--- src/rtl/main_ram_arbiter_pkg.sv ---
// Shared address map, requester ids, FSM state codes and the SDRAM command
// bundle used by the main RAM arbiter and its round-robin picker.
package main_ram_arbiter_pkg;

    localparam logic [4:0] BSRAM_PREFIX_DEF = 5'b10000;
    localparam logic       ROM_PREFIX       = 1'b0;

    typedef enum logic [1:0] {
        REQ_LD  = 2'd0,
        REQ_ROM = 2'd1,
        REQ_BS  = 2'd2
    } req_id_t;

    typedef enum logic [1:0] {
        ST_IDLE  = 2'd0,
        ST_ISSUE = 2'd1,
        ST_BUSY  = 2'd2,
        ST_DONE  = 2'd3
    } state_t;

    typedef struct packed {
        logic [24:0] addr;
        logic        rd;
        logic        wr;
        logic        word;
        logic [15:0] din;
    } mem_cmd_t;

endpackage

--- src/rtl/main_ram_arbiter_rr_pick.sv ---
// Two-way round-robin pick between ROM and BSRAM; the side not granted last wins a tie.
// Latency: combinational pick, last-grant register updates on the take strobe.
// Backpressure: none; the caller only strobes take when it actually grants.
module main_ram_arbiter_rr_pick
    import main_ram_arbiter_pkg::*;
(
    input  logic clk,
    input  logic reset_n,
    input  logic rom_pend,
    input  logic bs_pend,
    input  logic take,
    output logic pick_rom,
    output logic pick_bs
);

    req_id_t last_grant_q;

    always_comb begin
        pick_bs  = bs_pend && (!rom_pend || (last_grant_q != REQ_BS));
        pick_rom = rom_pend && !pick_bs;
    end

    always_ff @(posedge clk or negedge reset_n) begin
        if (!reset_n) begin
            last_grant_q <= REQ_ROM;
        end else if (take && (pick_bs || pick_rom)) begin
            last_grant_q <= pick_bs ? REQ_BS : REQ_ROM;
        end
    end

endmodule

--- src/rtl/main_ram_arbiter.sv ---
// Registered scheduler sharing one SDRAM port between loader writes, ROM reads and BSRAM byte access.
// Latency: 4 cycles req->ack with a 1-cycle SDRAM busy; next grant the cycle after DONE.
// Backpressure: requests are held levels; mem_busy stalls in BUSY, ISSUE gives up after BUSY_TIMEOUT.
module main_ram_arbiter
    import main_ram_arbiter_pkg::*;
#(
    parameter int         BUSY_TIMEOUT = 16,
    parameter logic [4:0] BSRAM_PREFIX = BSRAM_PREFIX_DEF
) (
    input  logic        clk,
    input  logic        reset_n,
    input  logic        load_active,
    input  logic        ld_req,
    input  logic [24:0] ld_addr,
    input  logic [15:0] ld_data,
    output logic        ld_ack,
    input  logic        rom_req,
    input  logic [23:0] rom_addr,
    input  logic        rom_word,
    output logic        rom_ack,
    output logic [15:0] rom_q,
    input  logic        bs_req,
    input  logic        bs_we,
    input  logic [19:0] bs_addr,
    input  logic [7:0]  bs_d,
    output logic        bs_ack,
    output logic [7:0]  bs_q,
    output logic [24:0] mem_addr,
    output logic        mem_rd,
    output logic        mem_wr,
    output logic        mem_word,
    output logic [15:0] mem_din,
    input  logic [15:0] mem_dout,
    input  logic        mem_busy,
    output logic        timeout_err
);

    localparam int CNT_W = $clog2(BUSY_TIMEOUT + 1);

    state_t     state_q, state_d;
    req_id_t    owner_q, owner_d;
    mem_cmd_t   cmd_q, cmd_d;
    logic       is_wr_q, is_wr_d;
    logic [CNT_W-1:0] cnt_q, cnt_d;
    logic       terr_d;
    logic       ld_ack_d, rom_ack_d, bs_ack_d;
    logic [15:0] rom_q_d;
    logic [7:0] bs_q_d;
    logic       rr_take;
    logic       finish;
    logic       pick_rom, pick_bs;

    main_ram_arbiter_rr_pick u_rr_pick (
        .clk      (clk),
        .reset_n  (reset_n),
        .rom_pend (rom_req),
        .bs_pend  (bs_req),
        .take     (rr_take),
        .pick_rom (pick_rom),
        .pick_bs  (pick_bs)
    );

    assign mem_addr = cmd_q.addr;
    assign mem_rd   = cmd_q.rd;
    assign mem_wr   = cmd_q.wr;
    assign mem_word = cmd_q.word;
    assign mem_din  = cmd_q.din;

    always_comb begin
        state_d   = state_q;
        owner_d   = owner_q;
        cmd_d     = cmd_q;
        is_wr_d   = is_wr_q;
        cnt_d     = cnt_q;
        terr_d    = timeout_err;
        ld_ack_d  = 1'b0;
        rom_ack_d = 1'b0;
        bs_ack_d  = 1'b0;
        rom_q_d   = rom_q;
        bs_q_d    = bs_q;
        rr_take   = 1'b0;
        finish    = 1'b0;

        unique case (state_q)
            ST_IDLE: begin
                cnt_d = '0;
                // Loader has the memory to itself while loading; otherwise it is ignored.
                if (load_active) begin
                    if (ld_req) begin
                        owner_d = REQ_LD;
                        cmd_d   = '{addr: ld_addr, rd: 1'b0, wr: 1'b1, word: 1'b1, din: ld_data};
                        is_wr_d = 1'b1;
                        state_d = ST_ISSUE;
                    end
                end else if (pick_bs) begin
                    owner_d = REQ_BS;
                    cmd_d   = '{addr: {BSRAM_PREFIX, bs_addr}, rd: !bs_we, wr: bs_we,
                                word: 1'b0, din: {bs_d, bs_d}};
                    is_wr_d = bs_we;
                    rr_take = 1'b1;
                    state_d = ST_ISSUE;
                end else if (pick_rom) begin
                    owner_d = REQ_ROM;
                    cmd_d   = '{addr: {ROM_PREFIX, rom_addr}, rd: 1'b1, wr: 1'b0,
                                word: rom_word, din: 16'h0000};
                    is_wr_d = 1'b0;
                    rr_take = 1'b1;
                    state_d = ST_ISSUE;
                end
            end
            ST_ISSUE: begin
                if (mem_busy) begin
                    cmd_d.rd = 1'b0;
                    cmd_d.wr = 1'b0;
                    state_d  = ST_BUSY;
                end else if (cnt_q == CNT_W'(BUSY_TIMEOUT - 1)) begin
                    cmd_d.rd = 1'b0;
                    cmd_d.wr = 1'b0;
                    terr_d   = 1'b1;
                    finish   = 1'b1;
                    state_d  = ST_DONE;
                end else begin
                    cnt_d = cnt_q + CNT_W'(1);
                end
            end
            ST_BUSY: begin
                if (!mem_busy) begin
                    finish  = 1'b1;
                    state_d = ST_DONE;
                end
            end
            ST_DONE: begin
                state_d = ST_IDLE;
            end
            default: begin
                state_d = ST_IDLE;
            end
        endcase

        // Ack and read data become visible together for the single DONE cycle, so a
        // requester dropping req on ack is already low when IDLE arbitrates again.
        if (finish) begin
            case (owner_q)
                REQ_LD: ld_ack_d = 1'b1;
                REQ_ROM: begin
                    rom_ack_d = 1'b1;
                    rom_q_d   = mem_dout;
                end
                REQ_BS: begin
                    bs_ack_d = 1'b1;
                    if (!is_wr_q) begin
                        bs_q_d = mem_dout[7:0];
                    end
                end
                default: ;
            endcase
        end
    end

    always_ff @(posedge clk or negedge reset_n) begin
        if (!reset_n) begin
            state_q     <= ST_IDLE;
            owner_q     <= REQ_LD;
            cmd_q       <= '0;
            is_wr_q     <= 1'b0;
            cnt_q       <= '0;
            timeout_err <= 1'b0;
            ld_ack      <= 1'b0;
            rom_ack     <= 1'b0;
            bs_ack      <= 1'b0;
            rom_q       <= '0;
            bs_q        <= '0;
        end else begin
            state_q     <= state_d;
            owner_q     <= owner_d;
            cmd_q       <= cmd_d;
            is_wr_q     <= is_wr_d;
            cnt_q       <= cnt_d;
            timeout_err <= terr_d;
            ld_ack      <= ld_ack_d;
            rom_ack     <= rom_ack_d;
            bs_ack      <= bs_ack_d;
            rom_q       <= rom_q_d;
            bs_q        <= bs_q_d;
        end
    end

endmodule

--- config.mk ---
export PLATFORM = sky130hd
export DESIGN_NAME = main_ram_arbiter
export DESIGN_NICKNAME = d
export VERILOG_FILES = /design/src/rtl/main_ram_arbiter_pkg.sv /design/src/rtl/main_ram_arbiter_rr_pick.sv /design/src/rtl/main_ram_arbiter.sv
export SDC_FILE = /design/constraint.sdc
export NUM_CORES = 1
export LEC_CHECK = 0
export BUFFER_PORTS_ARGS = -buffer_cell sky130_fd_sc_hd__buf_4
export CAP_MARGIN = 20
export CORE_MARGIN = 2
export CORE_UTILIZATION = 45
export CTS_BUF_LIST = sky130_fd_sc_hd__clkbuf_4 sky130_fd_sc_hd__clkbuf_8
export DETAILED_ROUTE_END_ITERATION = 8
export PLACE_DENSITY = 0.78
export SETUP_SLACK_MARGIN = 0.2
export SLEW_MARGIN = 0
export SYNTH_ARGS = -nofsm -noshare
export SYNTH_HDL_FRONTEND = slang
export SYNTH_SLANG_ARGS = --single-unit
--- constraint.sdc ---
create_clock -name clk -period 2.7 [get_ports clk]
set_clock_uncertainty 0.05 [all_clocks]
set_input_delay 0.135 -clock clk [delete_from_list [all_inputs] [get_ports clk]]
set_output_delay 0.135 -clock clk [all_outputs]
set_load 0.1 [all_outputs]
==> reports/results.tsv <==
metric	value	unit
RSZ-0062 raised after global routing	true	
cell row count	33	
WHS	9.62	ps
H-tree depth	3	
Pins Over Slew Limit	0	
worst reg2reg startpoint	cnt_q[0]$_DFFE_PN0P_	
Seq cells post-synth	84	
Final setup viols	0	
CP Max Fanout	4	
R2R Path End	rom_q[9]$_DFFE_PN0P_	
status	finished, final reports clean	
top cells by area, synth	dfrtp_1, a21oi_1, a222oi_1	
Crit-path slowest cell	or3b_4	
Final ANT Viol Nets	0	
slowest stage delay, CP	440	ps
Routed Wire Length	11.5	mm
synth cell count leaders	dfrtp_1, a21oi_1, inv_1	
TritonRoute pass-1 iters	7	
Clock Path Buffers	2	
clock sinks	84	
fraction of layout cells with a size suffix above 1	0.465	
Die X	97.1	microns
Die ar.	9430	sq um
Initial Utilization	0.470	
Fin. Hold Viols	0	
initial antenna violation count	0	
HPWL after DPL	8.02	mm
setup TNS	0	ps
Tot GR Track Use	0.233	
WL per Instance	17.3	microns
num ports	190	
clock slew at reported path FFs	90	ps
Initial DRC Count	174	
Endpoint, Worst Hold	mem_din[9]$_DFFE_PN0P_	
Die Y	97.1	microns
most common cell in the netlist	dfrtp_1	
WS Path Type	reg2reg	
Max-Cap Viols	0	
core box area	8300	sq um
Vias	3661	
fraction of registers with async set/reset	1.00	
# port buffers	189	
cell family with most CP delay	simple AND/OR/NAND/NOR gates	
R2R setup slack	220	ps
Post-Syn Instances	344	
post-synthesis sequential area ratio	0.539	
DR vias/cell	5.50	
required time of the critical path	2890	ps
syn avg cell area	11.3	sq um
GR Overflow Total	0	
vias in the first global route	3597	
WP buf/inv	1	
Synth Cell Area	3900	sq um
Hold Path Class	in2reg	
Critical Path Source Type	flip-flop	
largest net degree at the start of global routing	85	
Critical Path Most Common Cell	or3b_4	
Synth area leader	dfrtp_1	
CP startpoint	cnt_q[0]$_DFFE_PN0P_	
syn_nets	468	
CP cell instances	ha_2 > and3_4 > ha_4 > a21oi_2 > or3b_4 > or3b_4 > clkbuf_16 > mux2_4	
Slew headroom	0.424	
data arrival time at the worst-slack endpoint	2670	ps
CTS tree	yes	
fin nets	680	
Residual DRC	0	
GPL Wtd Cong	0.886	
Syn. warnings	0	
Synth top area share	0.532	
highest clock rate	403	MHz
first-pass GRT wire length	17.9	mm
Worst-Skew Late Latency	350	ps
hold path depth	3	
Min Clock Period, post-route	2480	ps
Synth Flop Type	dfrtp_1	
Antenna diodes	0	
FF-to-FF path depth	8	
Area Growth Syn to Fin	53.3	%
Num CTS Buffers	9	
final worst path period share	0.918	
CTS root buffer	clkbuf_8	
hold_sp	bs_d[1]	
worst slew pin tran	861	ps
post-synth cell types	42	
Post-synth EDFFs	0	
crit path capture type	flip-flop	
## what timing repair did
action,in CTS,in global routing
gates resized for setup,1,9
buffers inserted,1,3
endpoints found under the hold margin,111,0
gates cloned,0,2
endpoints found under the setup margin,16,36
pin swaps,1,4
hold buffers,20,0
## registers in the layout, indices dropped and copies added (netlist names)
signal,count
mem_addr,25
mem_din,16
rom_q,16
bs_q,8
cnt_q,5
owner_q,2
state_q,2
u_rr_pick.last_grant_q,2
bs_ack,1
is_wr_q,1
ld_ack,1
mem_rd,1
mem_word,1
mem_wr,1
rom_ack,1
timeout_err,1
## routing by layer
layer	vias up	track usage	wire (microns)
met2	176	0.402	5980
met3	17	0.0482	832
met5	-	0	0
met1	1770	0.295	4530
li1	1698	-	-
met4	0	0.0715	183
## cell type report
type                       instances  area [sq um]
clock buffer                       9           124
clock inverter                     7          73.8
fill                             584          2320
inverter                          31           116
multi-input combinational        204          1620
sequential                        84          2100
tap                              105           131
timing repair buffer             226          1820
## worst reg2reg max path: cells and delay by family, from the launching register on
kind / cells / cell delay (ps)
buffers and inverters: 1 / 180
AND/OR/NAND/NOR: 3 / 1080
AO/OA/AOI/OAI: 1 / 50
adder cells (fa/ha/maj): 2 / 330
flip-flops: 1 / 390
multiplexers: 1 / 290
## layout by cell type (no fill, tap or decap), types with 2 or more instances in the layout
cell           count
dlygate4sd3_1     20
nor2_1             5
clkbuf_8           9
inv_1             31
nand3b_1          21
a21oi_1           43
nand2b_1           3
a221oi_1           4
mux2_4             9
a32o_1             3
o21ai_0            8
buf_12             3
a2bb2oi_1         16
nand2_1           14
buf_4            201
or3b_2             2
inv_6              2
clkinv_2           2
a21oi_2            2
or3_1              2
a222oi_1          20
ha_1               4
nand3_1            8
mux2_2            16
clkbuf_16          2
dfrtp_1           83
a31oi_1            2
or3b_4             2
## logic make-up after synthesis
| logic type | synth area share |
|---|---|
| AOI/OAI and AO/OA | 0.192 |
| xor gates and xnor gates | 0.00224 |
| adders and majority gates | 0.0192 |
| buffers and inverters | 0.0600 |
| DFF | 0.539 |
| muxes | 0.0808 |
| and+or+nand+nor | 0.107 |
## per-stage QoR
step | util | instances | area (sq um) | setup WS, ps
floorplan | - | 344 | 3900 | 292
finish | 0.721 | 666 | 5980 | 220
detailed placement | 0.656 | 623 | 5440 | 188
global route | 0.721 | 666 | 5980 | 157
global placement | 0.656 | 623 | 5440 | 291
CTS | 0.705 | 660 | 5850 | 225
## worst max path at each step
| stage | end | slack [ps] | cells past startpoint |
|---|---|---|---|
| global route | rom_q[9]$_DFFE_PN0P_ | 160 | 8 |
| detailed placement | bs_q[0]$_DFFE_PN0P_ | 190 | 7 |
| CTS | rom_q[4]$_DFFE_PN0P_ | 220 | 8 |
| floorplan | rom_q[10]$_DFFE_PN0P_ | 290 | 9 |
| global placement | rom_q[8]$_DFFE_PN0P_ | 290 | 8 |
| finish | rom_q[9]$_DFFE_PN0P_ | 220 | 8 |
Power is not shown: default switching activity piles up to over one toggle a cycle in this logic, so the estimate is an artifact.
